==> config.mk <==
export PLATFORM = sky130hd
export DESIGN_NAME = lsu_port_arbiter_flat
export DESIGN_NICKNAME = d
export VERILOG_FILES = /design/src/rtl/lsu_port_arbiter_if.sv /design/src/rtl/lsu_port_arbiter.sv /design/src/flat_wrapper.sv
export SDC_FILE = /design/constraint.sdc
export NUM_CORES = 1
export LEC_CHECK = 0
export ABC_AREA = 0
export CORE_AREA = 4 4 115 117
export DETAILED_ROUTE_END_ITERATION = 8
export DIE_AREA = 0 0 119 121
export PLACE_DENSITY = 0.68
export SKIP_CTS_REPAIR_TIMING = 1
export SYNTH_ARGS = -nofsm -noshare
export SYNTH_HDL_FRONTEND = slang
export SYNTH_SLANG_ARGS = --single-unit
export TNS_END_PERCENT = 100
==> constraint.sdc <==
create_clock -name clk_i -period 3.7 [get_ports clk_i]
set_input_delay 0.37 -clock clk_i [delete_from_list [all_inputs] [get_ports clk_i]]
set_output_delay 0.37 -clock clk_i [all_outputs]
set_load 0.01 [all_outputs]
==> src/rtl/lsu_port_arbiter_if.sv <==
// Requester/LSU bundle for the two-port LSU arbiter.
// The arbiter connects through "slave"; the environment driving requests and modelling the LSU uses "master".
interface lsu_port_arbiter_if #(
  parameter int unsigned ADDR_W = 32,
  parameter int unsigned DATA_W = 32
);
  logic              m0_req_i;
  logic              m0_we_i;
  logic [ADDR_W-1:0] m0_addr_i;
  logic [DATA_W-1:0] m0_wdata_i;
  logic              m0_gnt_o;
  logic              m0_rvalid_o;
  logic [DATA_W-1:0] m0_rdata_o;

  logic              m1_req_i;
  logic              m1_we_i;
  logic [ADDR_W-1:0] m1_addr_i;
  logic [DATA_W-1:0] m1_wdata_i;
  logic              m1_gnt_o;
  logic              m1_rvalid_o;
  logic [DATA_W-1:0] m1_rdata_o;

  logic              lsu_st_en_o;
  logic [ADDR_W-1:0] lsu_addr_o;
  logic [DATA_W-1:0] lsu_st_data_o;
  logic [DATA_W-1:0] lsu_ld_data_i;
  logic              busy_o;

  modport slave (
    input  m0_req_i, m0_we_i, m0_addr_i, m0_wdata_i,
    input  m1_req_i, m1_we_i, m1_addr_i, m1_wdata_i,
    input  lsu_ld_data_i,
    output m0_gnt_o, m0_rvalid_o, m0_rdata_o,
    output m1_gnt_o, m1_rvalid_o, m1_rdata_o,
    output lsu_st_en_o, lsu_addr_o, lsu_st_data_o, busy_o
  );

  modport master (
    output m0_req_i, m0_we_i, m0_addr_i, m0_wdata_i,
    output m1_req_i, m1_we_i, m1_addr_i, m1_wdata_i,
    output lsu_ld_data_i,
    input  m0_gnt_o, m0_rvalid_o, m0_rdata_o,
    input  m1_gnt_o, m1_rvalid_o, m1_rdata_o,
    input  lsu_st_en_o, lsu_addr_o, lsu_st_data_o, busy_o
  );
endinterface

==> src/rtl/lsu_port_arbiter.sv <==
// Two-port sticky-priority arbiter in front of the shared LSU (CPU on port 0, debug/loader on port 1).
// Grants are combinational; load data is registered and returned one cycle after the grant.
module lsu_port_arbiter #(
  parameter int unsigned MAX_HOLD = 4,
  parameter int unsigned ADDR_W   = 32,
  parameter int unsigned DATA_W   = 32
) (
  input  logic              clk_i,
  input  logic              rst_ni,
  lsu_port_arbiter_if.slave bus
);
  typedef enum logic {PORT0 = 1'b0, PORT1 = 1'b1} port_e;

  localparam logic [3:0] HOLD_MAX = 4'(MAX_HOLD);

  port_e             owner_q, owner_d;
  logic [3:0]        hold_q, hold_d;
  port_e             rsp_port_q, rsp_port_d;
  logic              rsp_valid_q, rsp_valid_d;
  logic [DATA_W-1:0] rsp_data_q, rsp_data_d;

  port_e             winner;
  logic              any_req, both_req, grant;
  logic              win_we;
  logic [ADDR_W-1:0] win_addr;
  logic [DATA_W-1:0] win_data;

  always_comb begin
    any_req  = bus.m0_req_i | bus.m1_req_i;
    both_req = bus.m0_req_i & bus.m1_req_i;
    if (both_req) begin
      winner = (hold_q < HOLD_MAX) ? owner_q : port_e'(~owner_q);
    end else begin
      winner = bus.m1_req_i ? PORT1 : PORT0;
    end
    // Reset masks the grant so an in-flight store cannot reach the LSU.
    grant    = any_req & rst_ni;
    win_we   = (winner == PORT1) ? bus.m1_we_i    : bus.m0_we_i;
    win_addr = (winner == PORT1) ? bus.m1_addr_i  : bus.m0_addr_i;
    win_data = (winner == PORT1) ? bus.m1_wdata_i : bus.m0_wdata_i;
  end

  always_comb begin
    owner_d     = owner_q;
    hold_d      = '0;
    rsp_valid_d = 1'b0;
    rsp_port_d  = rsp_port_q;
    rsp_data_d  = rsp_data_q;
    if (grant) begin
      if (winner != owner_q) begin
        owner_d = winner;
        hold_d  = both_req ? 4'd1 : '0;
      end else if (both_req) begin
        hold_d = (hold_q >= HOLD_MAX) ? HOLD_MAX : hold_q + 4'd1;
      end
      if (!win_we) begin
        rsp_valid_d = 1'b1;
        rsp_port_d  = winner;
        rsp_data_d  = bus.lsu_ld_data_i;
      end
    end
  end

  always_ff @(posedge clk_i or negedge rst_ni) begin
    if (!rst_ni) begin
      owner_q     <= PORT0;
      hold_q      <= '0;
      rsp_port_q  <= PORT0;
      rsp_valid_q <= 1'b0;
      rsp_data_q  <= '0;
    end else begin
      owner_q     <= owner_d;
      hold_q      <= hold_d;
      rsp_port_q  <= rsp_port_d;
      rsp_valid_q <= rsp_valid_d;
      rsp_data_q  <= rsp_data_d;
    end
  end

  assign bus.m0_gnt_o      = grant & (winner == PORT0);
  assign bus.m1_gnt_o      = grant & (winner == PORT1);
  assign bus.lsu_st_en_o   = grant & win_we;
  assign bus.lsu_addr_o    = win_addr;
  assign bus.lsu_st_data_o = win_data;

  assign bus.m0_rvalid_o   = rsp_valid_q & (rsp_port_q == PORT0);
  assign bus.m1_rvalid_o   = rsp_valid_q & (rsp_port_q == PORT1);
  assign bus.m0_rdata_o    = (rsp_port_q == PORT0) ? rsp_data_q : '0;
  assign bus.m1_rdata_o    = (rsp_port_q == PORT1) ? rsp_data_q : '0;
  assign bus.busy_o        = grant | rsp_valid_q;
endmodule

==> src/flat_wrapper.sv <==
// flat-port wrapper written by rule: the top's interface ports become plain ports
module lsu_port_arbiter_flat 
#(
  parameter int unsigned MAX_HOLD = 4,
  parameter int unsigned ADDR_W   = 32,
  parameter int unsigned DATA_W   = 32
)
  (clk_i, rst_ni, bus_m0_req_i, bus_m0_we_i, bus_m0_addr_i, bus_m0_wdata_i, bus_m1_req_i, bus_m1_we_i, bus_m1_addr_i, bus_m1_wdata_i, bus_lsu_ld_data_i, bus_m0_gnt_o, bus_m0_rvalid_o, bus_m0_rdata_o, bus_m1_gnt_o, bus_m1_rvalid_o, bus_m1_rdata_o, bus_lsu_st_en_o, bus_lsu_addr_o, bus_lsu_st_data_o, bus_busy_o);
  lsu_port_arbiter_if #(.ADDR_W(ADDR_W), .DATA_W(DATA_W)) bus_i ();
  input  logic clk_i;
  input  logic rst_ni;
  input wire logic [$bits(bus_i.m0_req_i)-1:0] bus_m0_req_i;
  input wire logic [$bits(bus_i.m0_we_i)-1:0] bus_m0_we_i;
  input wire logic [$bits(bus_i.m0_addr_i)-1:0] bus_m0_addr_i;
  input wire logic [$bits(bus_i.m0_wdata_i)-1:0] bus_m0_wdata_i;
  input wire logic [$bits(bus_i.m1_req_i)-1:0] bus_m1_req_i;
  input wire logic [$bits(bus_i.m1_we_i)-1:0] bus_m1_we_i;
  input wire logic [$bits(bus_i.m1_addr_i)-1:0] bus_m1_addr_i;
  input wire logic [$bits(bus_i.m1_wdata_i)-1:0] bus_m1_wdata_i;
  input wire logic [$bits(bus_i.lsu_ld_data_i)-1:0] bus_lsu_ld_data_i;
  output wire logic [$bits(bus_i.m0_gnt_o)-1:0] bus_m0_gnt_o;
  output wire logic [$bits(bus_i.m0_rvalid_o)-1:0] bus_m0_rvalid_o;
  output wire logic [$bits(bus_i.m0_rdata_o)-1:0] bus_m0_rdata_o;
  output wire logic [$bits(bus_i.m1_gnt_o)-1:0] bus_m1_gnt_o;
  output wire logic [$bits(bus_i.m1_rvalid_o)-1:0] bus_m1_rvalid_o;
  output wire logic [$bits(bus_i.m1_rdata_o)-1:0] bus_m1_rdata_o;
  output wire logic [$bits(bus_i.lsu_st_en_o)-1:0] bus_lsu_st_en_o;
  output wire logic [$bits(bus_i.lsu_addr_o)-1:0] bus_lsu_addr_o;
  output wire logic [$bits(bus_i.lsu_st_data_o)-1:0] bus_lsu_st_data_o;
  output wire logic [$bits(bus_i.busy_o)-1:0] bus_busy_o;
  assign bus_i.m0_req_i = bus_m0_req_i;
  assign bus_i.m0_we_i = bus_m0_we_i;
  assign bus_i.m0_addr_i = bus_m0_addr_i;
  assign bus_i.m0_wdata_i = bus_m0_wdata_i;
  assign bus_i.m1_req_i = bus_m1_req_i;
  assign bus_i.m1_we_i = bus_m1_we_i;
  assign bus_i.m1_addr_i = bus_m1_addr_i;
  assign bus_i.m1_wdata_i = bus_m1_wdata_i;
  assign bus_i.lsu_ld_data_i = bus_lsu_ld_data_i;
  assign bus_m0_gnt_o = bus_i.m0_gnt_o;
  assign bus_m0_rvalid_o = bus_i.m0_rvalid_o;
  assign bus_m0_rdata_o = bus_i.m0_rdata_o;
  assign bus_m1_gnt_o = bus_i.m1_gnt_o;
  assign bus_m1_rvalid_o = bus_i.m1_rvalid_o;
  assign bus_m1_rdata_o = bus_i.m1_rdata_o;
  assign bus_lsu_st_en_o = bus_i.lsu_st_en_o;
  assign bus_lsu_addr_o = bus_i.lsu_addr_o;
  assign bus_lsu_st_data_o = bus_i.lsu_st_data_o;
  assign bus_busy_o = bus_i.busy_o;
  lsu_port_arbiter #(.MAX_HOLD(MAX_HOLD), .ADDR_W(ADDR_W), .DATA_W(DATA_W)) u_core (.clk_i(clk_i), .rst_ni(rst_ni), .bus(bus_i));
endmodule
# After elaboration in Yosys (flattened, before gate mapping)
# Index checks and enable logic that the tools add are counted.
[op_classes]
addsub = 1
order_cmp = 2
eq_ne = 1
n_mux = 15
bitwise_logic = 13
reduce_logical = 2
[op_table]
columns = ["cell", "count"]
rows = [
  ["2-to-1 mux 32 bit", 4],
  ["2-to-1 mux 4 bit", 4],
  ["bitwise AND 1 bit", 7],
  ["2-to-1 mux 1 bit", 7],
  ["adder 4 x 1 -> 4 bit, second input constant", 1],
  ["greater-or-equal comparator 4 x 3 -> 1 bit, second input constant", 1],
  ["< comparator 4 x 3 -> 1 bit, second input constant", 1],
  ["inverter 1 bit", 4],
  ["AND reduction 2 bit", 2],
  ["bitwise OR 1 bit", 2],
  ["!= test 1 bit", 1],
]
[word_totals]
register_bits = 39
in_bits = 166
out_inout_bits = 134
elab_cells = 39

# Longest topological paths before layout
# Gate-level depths: netlist of the first run.
[depth]
ltp_word = 6
ltp_mapped = 6
mapped_depth_nobuf = 4

# Worst setup path after synthesis of the first run
# Ideal clock, no wire load.
[synth_path]
path_type = "register -> output"
from = "reg u_core.hold_q[3]"
to = "out bus_lsu_addr_o[10]"
t_arrival_ps = 1842
required_ps = 3330
path_slack_ps = 1488
path_stages_with_launch = 6
n_path_buf = 2
cell_sequence = "dfrtp_1 or4b_4 nand3_2 buf_2 buf_4 mux2_2"
[synth_between]
elab_chain_len = 4
[synth_rtl]
columns = ["element", "line", "source"]
rows = [
  ["start, declared", "lsu_port_arbiter.sv:17", "logic [3:0] hold_q, hold_d;"],
  ["start signal, assigned", "lsu_port_arbiter.sv:73", "hold_q <= hold_d;"],
  ["< comparator 4 x 3 -> 1 bit", "lsu_port_arbiter.sv:32", "winner = (hold_q < HOLD_MAX) ? owner_q : port_e'(~owner_q);"],
  ["2-to-1 mux 1 bit", "lsu_port_arbiter.sv:32", ""],
  ["2-to-1 mux 1 bit", "lsu_port_arbiter.sv:31", "if (both_req) begin"],
  ["2-to-1 mux 32 bit", "lsu_port_arbiter.sv:39", "win_addr = (winner == PORT1) ? bus.m1_addr_i : bus.m0_addr_i;"],
  ["end, declared", "flat_wrapper.sv:28", "output wire logic [$bits(bus_i.lsu_addr_o)-1:0] bus_lsu_addr_o;"],
]
# Every way passes these cells.

# Worst setup path after layout of the first run
[layout_path]
from = "in bus_m0_req_i"
to = "out bus_lsu_st_data_o[5]"
[layout_between]
elab_chain_len = 3
[layout_rtl]
columns = ["element", "line", "source"]
rows = [
  ["start, declared", "flat_wrapper.sv:12", "input wire logic [$bits(bus_i.m0_req_i)-1:0] bus_m0_req_i;"],
  ["bitwise AND 1 bit", "lsu_port_arbiter.sv:30", "both_req = bus.m0_req_i & bus.m1_req_i;"],
  ["2-to-1 mux 1 bit", "lsu_port_arbiter.sv:31", ""],
  ["2-to-1 mux 32 bit", "lsu_port_arbiter.sv:40", "win_data = (winner == PORT1) ? bus.m1_wdata_i : bus.m0_wdata_i;"],
  ["end, declared", "flat_wrapper.sv:29", "output wire logic [$bits(bus_i.lsu_st_data_o)-1:0] bus_lsu_st_data_o;"],
]
# Every way passes these cells.

==> summary.md, run 1 <==
| Metric | Value |
|---|---|
| Final number of hold-violating endpoints | `0` |
| Hold crit path type | `in -> async` |
| Mapped Nets | `410` |
| Vias | `2,963` |
| Initial antenna violation count | `4` |
| Nets | `705` |
| Sequential share of the synthesized area | `34.2%` |
| Rel. slew slack | `37.0%` |
| CTS Sinks | `39` |
| Ys async rst share | `100%` |
| Die height | `121 um` |
| Number of flops mapped to enable cells by yosys | `0` |
| Largest net degree at the start of global routing | `68` |
| RR Startpoint | `u_core.hold_q[3]` |
| Starting density of the core | `23.1%` |
| Leading area contributor after synthesis | `dfrtp_1` |
| Final setup viols | `0` |
| CTS tree | `built` |
| R2R cell count | `6` |
| Top cells by count, synth | `67 x mux2_2, 39 x dfrtp_1, 35 x and2_1, 33 x nor2b_1, 29 x mux2_4` |
| Max-slew violation count | `0` |
| Htree depth | `2` |
| Placed cell count | `703` |
| Max cap viols | `0` |
| Layout cell share with drive strength beyond 1 | `21.3%` |
| Via/cell ratio | `4.15` |
| Synth top area cells | `dfrtp_1 34%, mux2_2 26%, mux2_4 15%` |
| Clk root buf | `clkbuf_16` |
| Setup TNS | `0 ps` |
| ANT nets after route | `0` |
| Reg2reg end | `u_core.rsp_data_q[19]` |
| Outcome | `complete, no violations` |
| CP required | `3330 ps` |
| Clk buf depth | `2` |
| CP Class | `in -> out` |
| Final period util | `82.9%` |
| Clk slew on worst S/H paths | `60 ps` |
| Total Die Area | `14,400 sq um` |
| Row count | `41` |
| Synth top area share | `34.2%` |
| DR pass1 iterations | `3` |
| Global-route wire length before repair | `18,600 um` |
| DIE WIDTH | `119 um` |
| Synth Flop Type | `dfrtp_1` |
| RSZ-0062 raised after global routing | `no` |
| Post-route minimum period | `3070 ps` |
| Hold_ws | `199 ps` |
| DRT iter0 DRCs | `56` |
| Total track usage | `16.6%` |
| Final Wtd Congestion | `0.845` |
| Startpoint types | `input pin` |
| Number of synthesized register bits | `39` |
| Area after DPL | `6010 sq um` |
| Clock Skew | `4.90 ps` |
| Via count of the first global-routing pass | `3,352` |
| Warnings, synthesis | `0` |
| Mapped Cells | `243` |
| HPWL after DPL | `10,800 um` |
| Fin cells | `714` |
| Tightest Pin Transition | `946 ps` |
| Final Util | `50.1%` |
| Synth unique cells | `26` |
| Count leader, synth | `mux2_2` |
| Worst path arrival time | `2700 ps` |
| Core Area | `12,400 sq um` |
| DR WL/cell | `17.7 um` |
| Port buffer count | `299` |
| I/O pin cnt | `300` |
| Final instance area | `6190 sq um` |
| WL final | `12,600 um` |
| Worst reg2reg setup slack | `1180 ps` |
| Max rail drop VDD | `0.210 mV` |
| Power density over the cells | `372 nW/um^2` |
| Worst Path Max Fanout | `25` |
| Synth Cell Area | `2850 sq um` |
| Area growth from synthesis to layout | `117%` |
| Overflow after GRT | `0` |
| CP endpoint kind | `primary output` |
| Avg Inst Size Synth | `11.7 sq um` |
| Highest Clock Rate | `0.326 GHz` |
| P_leak | `2.52 nW` |
| Worst-Skew Late Latency | `280 ps` |
| DRC Markers | `0` |
| Total CTS buffers | `5` |
## final cells by class
| type | instances | area (sq um) |
|---|---|---|
| clock inverters | 3 | 43.8 |
| well taps | 172 | 215 |
| inverters | 2 | 7.51 |
| multi-input cells | 185 | 1770 |
| flip-flops and latches | 39 | 977 |
| diodes | 3 | 7.51 |
| fillers | 1144 | 6170 |
| repair buffers | 305 | 3050 |
| clock buffers | 5 | 125 |
## state kept, by name, indices dropped and copies added (netlist names)
name and cells:
u_core.hold_q 4, u_core.rsp_valid_q 1, u_core.rsp_data_q 32, u_core.owner_q 1, u_core.rsp_port_q 1
## cell usage in the layout, fill, tap and decap left out, types with 2 or more instances in the layout
| cell | Yosys | routed |
|---|---|---|
| dfrtp_1 | 39 | 38 |
| diode_2 | 0 | 3 |
| clkdlybuf4s50_1 | 0 | 298 |
| and2_1 | 35 | 35 |
| inv_1 | 2 | 2 |
| buf_4 | 2 | 5 |
| mux2_2 | 67 | 67 |
| nor3_1 | 2 | 2 |
| mux2_4 | 29 | 29 |
| nor2b_1 | 33 | 33 |
| nor2_1 | 5 | 5 |
| clkbuf_16 | 0 | 5 |
## cells by family (layout without fill, tap and decap cells)
family                   after synthesis  after routing  synth area share [%]
AO/OA/AOI/OAI                          6              6                  1.40
adder cells (fa/ha/maj)                1              1                 0.439
buffers and inverters                 19            315                  3.77
flip-flops                            39             39                  34.2
multiplexers                          98             98                  42.9
other                                  1              4                 0.132
AND/OR/NAND/NOR                       79             79                  17.2
## per-layer routing
metal  up-vias  track usage (%)  routed length, um  share of wire [%]
met5         -                0                 13               0.10
met1      1372             16.7               4380                 35
met4         2             4.56                144                1.1
met2       156             32.0               6970                 55
li1       1421                -                  -                  -
met3        12             5.83               1130                8.9
## report_power, final
part | internal, mW | leakage (nW) | switching (mW)
sequential | 0.519 | 0.466 | 0.109
combinational | 0.803 | 1.97 | 0.381
clock | 0.318 | 0.0838 | 0.171
## metrics by stage
step,power (mW),setup slack (ps)
4_1_cts,2.33,642
3_3_place_gp,1.81,667
5_1_grt,2.43,568
3_5_place_dp,1.83,641
2_1_floorplan,1.11,1490
6_report,2.30,631
## worst max-delay path by stage
stage | start | cells past startpoint | to | slack [ps]
3_3_place_gp | bus_m0_req_i | 6 | bus_lsu_st_data_o[6] | 670
4_1_cts | bus_m0_req_i | 6 | bus_lsu_addr_o[31] | 640
6_report | bus_m0_req_i | 6 | bus_lsu_st_data_o[5] | 630
2_1_floorplan | u_core.hold_q[3] | 5 | bus_lsu_addr_o[10] | 1490
3_5_place_dp | bus_m0_req_i | 6 | bus_lsu_addr_o[31] | 640
5_1_grt | bus_m0_req_i | 6 | bus_lsu_st_data_o[5] | 570
## worst max-delay path: stages
cell and delay [ps]:
clkdlybuf4s50_1 510, or4b_4 480, nand3_2 120, buf_4 320, mux2_2 390, clkdlybuf4s50_1 490
Note: power is estimated with default switching activity, not from simulation.
==> run 2: changes to the inputs <==
- CORE_AREA: 4 4 115 117 -> 4 4 114 116
- DIE_AREA: 0 0 119 121 -> 0 0 118 120
- PLACE_DENSITY: 0.68 -> 0.69
- clock period: 3.7 -> 2.9 ns (I/O delays scaled with it)
==> summary.md, run 2 (same netlist as run 1, synthesis figures left out) <==
| Metric | Value |
|---|---|
| CP Buf/Inv Count | `3 (unchanged)` |
| Busiest grt layer | `met2` |
| CP endpoint kind | `primary output` |
| Final number of hold-violating endpoints | `0 (unchanged)` |
| Row count | `40 (-2.4%)` |
| RSZ-0062 raised after global routing | `no` |
| PnR worst setup slack | `81.0 ps (-550 ps)` |
| Clk slew on worst S/H paths | `60 ps (about the same)` |
| Final Util | `52.2% (+2.1 points)` |
| FILL cells | `1,077 (-5.9%)` |
| Core Area | `11,900 sq um (-3.7%)` |
| Vias | `2,980 (+0.57%)` |
| Final setup viols | `0 (unchanged)` |
| CTS tree | `built` |
| Clock Skew | `3.45 ps (-1.45 ps)` |
| Largest reg by FF count | `u_core.rsp_data_q` |
| Largest net degree at the start of global routing | `40 (-41%)` |
| Port buffer count | `299 (unchanged)` |
| Final period util | `97.2%` |
| Clk root buf | `clkbuf_16` |
| Worst Path Max Fanout | `35 (+40%)` |
| Final Wtd Congestion | `0.842 (-0.36%)` |
| GRT met2 Usage | `32.9% (+0.88 points)` |
| Nets | `710 (+0.71%)` |
| Commonest non-fill, non-tap cells in the layout | `298 x clkdlybuf4s50_1, 67 x mux2_2, 38 x dfrtp_1, 35 x and2_1, 33 x nor2b_1` |
| Worst-Skew Late Latency | `280 ps (about the same)` |
| Hold crit path type | `in -> async` |
| Overflow after GRT | `0 (unchanged)` |
| HPWL after DPL | `10,900 um (+1.4%)` |
| DIE WIDTH | `118 um (-0.84%)` |
| Highest Clock Rate | `0.355 GHz` |
| Met1 Usage GRT | `17.5% (+0.74 points)` |
| Clk buf depth | `2 (unchanged)` |
| Total Die Area | `14,200 sq um (-1.7%)` |
| WL final | `12,700 um (+0.62%)` |
| CP required | `2610 ps (-720 ps)` |
| DRT iter0 DRCs | `76 (+36%)` |
| Worst reg2reg setup slack | `560 ps (-620 ps)` |
| Crit-path slowest cell | `clkdlybuf4s50_1` |
| DRC Markers | `0 (unchanged)` |
| Reg2reg end | `u_core.rsp_data_q[18]` |
| Met3 usage | `5.94% (+0.11 points)` |
| Setup WS pre-CTS | `53.0 ps (-588 ps)` |
| Htree depth | `2 (unchanged)` |
| Power density over the cells | `461 nW/um^2 (+24%)` |
| Max incr delay on CP | `530 ps (+20 ps)` |
| DR pass1 iterations | `4 (+1)` |
| Levels on crit path | `6 (unchanged)` |
| Max cap viols | `0 (unchanged)` |
| P_leak | `2.55 nW (+1.1%)` |
| Starting density of the core | `23.9% (+0.87 points)` |
| CP Class | `in -> out` |
| Most frequent CP cell | `clkdlybuf4s50_1` |
| Total CTS buffers | `5 (unchanged)` |
| Most common cell after layout, fill and taps aside | `clkdlybuf4s50_1` |
| Initial antenna violation count | `1 (-3)` |
| RR Startpoint | `u_core.hold_q[3]` |
| Top Registers | `u_core.rsp_data_q (32), u_core.hold_q (4)` |
| Max reg flops | `32 (unchanged)` |
| Max rail drop VDD | `0.273 mV (+30%)` |
| ANT nets after route | `0 (unchanged)` |
| CTS Sinks | `39 (unchanged)` |
| Die height | `120 um (-0.83%)` |
| Startpoint types | `input pin` |
| Via/cell ratio | `4.31 (+3.8%)` |
| Setup TNS | `0 ps (unchanged)` |
| Worst path arrival time | `2530 ps (-170 ps)` |
| Max-slew violation count | `0 (unchanged)` |
| CP top delay family | `buffers and inverters` |
| Outcome | `complete, no violations` |
| Crit-path cells | `clkdlybuf4s50_1 > or4b_4 > nand3_2 > buf_12 > mux2_2 > clkdlybuf4s50_1` |
| Post-route minimum period | `2820 ps` |
| Hold_ws | `428 ps (+228 ps)` |
| R2R cell count | `6 (unchanged)` |
| Via count of the first global-routing pass | `3,304 (-1.4%)` |
| Global-route wire length before repair | `18,800 um (+1.1%)` |
| Area growth from synthesis to layout | `118%` |
| DR WL/cell | `18.4 um (+3.8%)` |
| Layout cell share with drive strength beyond 1 | `21.7% (+0.36 points)` |
| Total track usage | `17.0% (+0.47 points)` |
| I/O pin cnt | `300 (unchanged)` |
==> run 2: cell count changes in the layout (fill, tap and decap cells not counted) <==
cell / before / now
bufinv_16: 1 / 0
clkinv_4: 1 / 0
buf_12: 1 / 5
diode_2: 3 / 1
dlygate4sd3_1: 0 / 1
clkinvlp_4: 0 / 1
clkbuf_1: 0 / 1
==> run 2: power breakdown <==
part	switching, mW	internal (mW)	total, mW
combinational	0.520	1.05	1.57
sequential	0.108	0.663	0.771
clock	0.209	0.317	0.526
==> run 2: final cells by class <==
type / instances / area (sq um) / share of cell area [%]
Multi-Input combinational cell: 185 / 1770 / 28.4
Tap cell: 147 / 184 / 2.96
Timing Repair Buffer: 310 / 3140 / 50.4
Clock buffer: 6 / 129 / 2.07
Sequential cell: 39 / 977 / 15.7
Inverter: 2 / 7.51 / 0.121
Antenna cell: 1 / 2.50 / 0.0403
Clock inverter: 2 / 12.5 / 0.201
==> run 2: worst max path at each step <==
| stage | from | to | slack (ps) |
|---|---|---|---|
| after floorplan | u_core.hold_q[3] | bus_lsu_addr_o[10] | 770 |
| after global placement | bus_m0_req_i | bus_lsu_addr_o[2] | 70 |
| after detailed placement | bus_m0_req_i | bus_lsu_addr_o[2] | 50 |
| after CTS | bus_m0_req_i | bus_lsu_addr_o[2] | 50 |
| after global routing | bus_m0_req_i | bus_lsu_addr_o[0] | 1 |
| final | bus_m0_req_i | bus_lsu_addr_o[2] | 80 |
==> run 2: through the flow <==
stage,std cells,area [sq um],power (mW)
2_1_floorplan,243,2850,1.42
3_3_place_gp,682,6060,2.34
3_5_place_dp,682,6060,2.36
4_1_cts,690,6200,2.91
5_1_grt,692,6220,3.03
6_report,692,6220,2.87
==> run 2: worst register-to-register path, stage by stage, from the launching register on <==
cell and delay, ps:
dfrtp_1 410, or4b_4 550, nand3_2 170, buf_4 210, mux2i_4 320, buf_12 220, mux2_2 350
==> run 2: layer usage <==
layer	up-vias	share of wire, %
li1	1427	-
met1	1378	37
met2	161	54
met3	14	7.4
met4	0	2.1
met5	-	0
==> run 3: changes to the inputs <==
- SLEW_MARGIN: not set -> 25
- clock period: 2.9 -> 2.85 ns (I/O delays scaled with it)
==> summary.md, run 3 (same netlist as run 1, synthesis figures left out) <==
| Metric | Value |
|---|---|
| Outcome | `complete, no violations` |
| WL final | `12,600 um (-1.1%)` |
| Via count of the first global-routing pass | `3,325 (+0.64%)` |
| Clk root buf | `clkbuf_16` |
| P_int | `2.06 mW (+1.5%)` |
| Max-slew violation count | `0 (unchanged)` |
| CTS Sinks | `39 (unchanged)` |
| Final period util | `97.6%` |
| Metal1 wirelength | `4680 um (-0.47%)` |
| Levels on crit path | `5 (-1)` |
| Largest reg by FF count | `u_core.rsp_data_q` |
| DIE WIDTH | `118 um (unchanged)` |
| Layout cell share with drive strength beyond 1 | `21.7% (+0.040 points)` |
| DR pass1 iterations | `3 (-1)` |
| Final Wtd Congestion | `0.847 (+0.65%)` |
| CP endpoint kind | `primary output` |
| Global-route wire length before repair | `18,800 um (-0.29%)` |
| CP Buf/Inv Count | `2 (-1)` |
| PnR worst setup slack | `68.3 ps (-12.6 ps)` |
| Crit-path slowest cell | `or4b_4` |
| DR WL/cell | `18.2 um (-0.95%)` |
| Max reg flops | `32 (unchanged)` |
| Post-route minimum period | `2780 ps` |
| Final number of hold-violating endpoints | `0 (unchanged)` |
| Total track usage | `16.8% (-0.24 points)` |
| Overall power | `2.92 mW (+1.8%)` |
| Worst Path Max Fanout | `17 (-51%)` |
| WL met2 | `6760 um (-0.79%)` |
| P_leak | `2.56 nW (+0.53%)` |
| Clock Skew | `4.43 ps (+0.978 ps)` |
| Overflow after GRT | `0 (unchanged)` |
| Htree depth | `2 (unchanged)` |
| Vias | `2,953 (-0.91%)` |
| Initial antenna violation count | `1 (unchanged)` |
| Max cap viols | `0 (unchanged)` |
| Nets | `709 (-0.14%)` |
| Clk slew on worst S/H paths | `60 ps (about the same)` |
| Met3 WL | `866 um (-8.3%)` |
| CP required | `2570 ps (-40 ps)` |
| CP top delay family | `simple AND/OR/NAND/NOR gates` |
| Commonest non-fill, non-tap cells in the layout | `296 x clkdlybuf4s50_1, 67 x mux2_2, 38 x dfrtp_1, 35 x and2_1, 33 x nor2b_1` |
| Via/cell ratio | `4.27 (-0.76%)` |
| Setup WS pre-CTS | `8.85 ps (-44.2 ps)` |
| Starting density of the core | `23.9% (unchanged)` |
| ANT nets after route | `0 (unchanged)` |
| Crit-path cells | `or4b_4 > nand3_4 > buf_12 > mux2_2 > clkdlybuf4s50_1` |
| Area growth from synthesis to layout | `118%` |
| Max rail drop VDD | `0.248 mV (-9.4%)` |
| Setup TNS | `0 ps (unchanged)` |
| Largest net degree at the start of global routing | `68 (+70%)` |
| CP Class | `reg -> out` |
| DRC Markers | `0 (unchanged)` |
| FILL cells | `1,066 (-1.0%)` |
| Net Switching | `859 uW (+2.7%)` |
| Die height | `120 um (unchanged)` |
| Tightest Pin Transition | `887 ps` |
| Worst path arrival time | `2500 ps (-30 ps)` |
| Switching share of power | `29.5% (+0.26 points)` |
| Clk pwr share | `18.9% (+0.5 points)` |
| DRT iter0 DRCs | `66 (-13%)` |
| RSZ-0062 raised after global routing | `no` |
| Top Registers | `u_core.rsp_data_q (32), u_core.hold_q (4)` |
| CTS tree | `built` |
| Port buffer count | `299 (unchanged)` |
| Highest Clock Rate | `0.359 GHz` |
| Rel. slew slack | `40.9%` |
| Final setup viols | `0 (unchanged)` |
| Startpoint types | `register` |
| Clk buf depth | `2 (unchanged)` |
| Worst-Skew Late Latency | `280 ps (about the same)` |
| R2R cell count | `6 (unchanged)` |
| Row count | `40 (unchanged)` |
| Comb pwr share | `53.4% (-1.3 points)` |
| Most common cell after layout, fill and taps aside | `clkdlybuf4s50_1` |
| Hold crit path type | `in -> async` |
| Total Die Area | `14,200 sq um (unchanged)` |
| Sequential power share | `27.7% (+0.8 points)` |
| Power density over the cells | `469 nW/um^2 (+1.7%)` |
| I/O pin cnt | `300 (unchanged)` |
| HPWL after DPL | `10,700 um (-2.6%)` |
| Max incr delay on CP | `560 ps (+30 ps)` |
| Total CTS buffers | `5 (unchanged)` |
| Uppermost layer routed | `met4` |
| Core Area | `11,900 sq um (unchanged)` |
[run 3: layout make-up]
cell class              count  area [sq um]  area share, %
repair buffers            309          3130           50.3
flip-flops and latches     39           977           15.7
diodes                      1          2.50         0.0402
clock inverters             3          23.8          0.382
clock buffers               5           125           2.01
multi-input cells         185          1780           28.5
well taps                 147           184           2.95
inverters                   2          7.51          0.121
[run 3: worst paths after layout]
kind / startpoint / end / slack (ps)
worst max-delay path: u_core.hold_q[3] / bus_lsu_addr_o[2] / 70
worst min-delay path: rst_ni / u_core.rsp_data_q[29] / 430
worst max register to register: u_core.hold_q[3] / u_core.rsp_data_q[19] / 480
worst min register to register: u_core.hold_q[0] / u_core.hold_q[0] / 460
max in group asynchronous: rst_ni / u_core.rsp_data_q[0] / 1750
min in group clk_i: u_core.hold_q[0] / u_core.hold_q[0] / 460
[run 3: metal layers]
metal | GRT usage [%] | vias to the layer above
met3 | 5.56 | 12
met5 | 0 | -
li1 | - | 1433
met2 | 32.1 | 152
met4 | 4.25 | 0
met1 | 17.7 | 1356
[run 3: power groups by stage]
stage / clock network, mW / registers [mW] / logic [mW]
after floorplan: 0 / 0.736 / 0.707
after global placement: 0 / 0.813 / 1.55
after detailed placement: 0 / 0.816 / 1.56
after CTS: 0.571 / 0.813 / 1.57
after global routing: 0.595 / 0.840 / 1.66
final: 0.551 / 0.808 / 1.56
[run 3: through the flow]
stage	std cells	hold WS, ps	cell area, sq um	util, %
6_report	691	430	6220	52.3
5_1_grt	691	453	6220	52.3
4_1_cts	688	-133	6170	51.8
3_5_place_dp	680	163	6020	50.6
3_3_place_gp	680	154	6020	50.6
2_1_floorplan	243	-10.6	2850	-
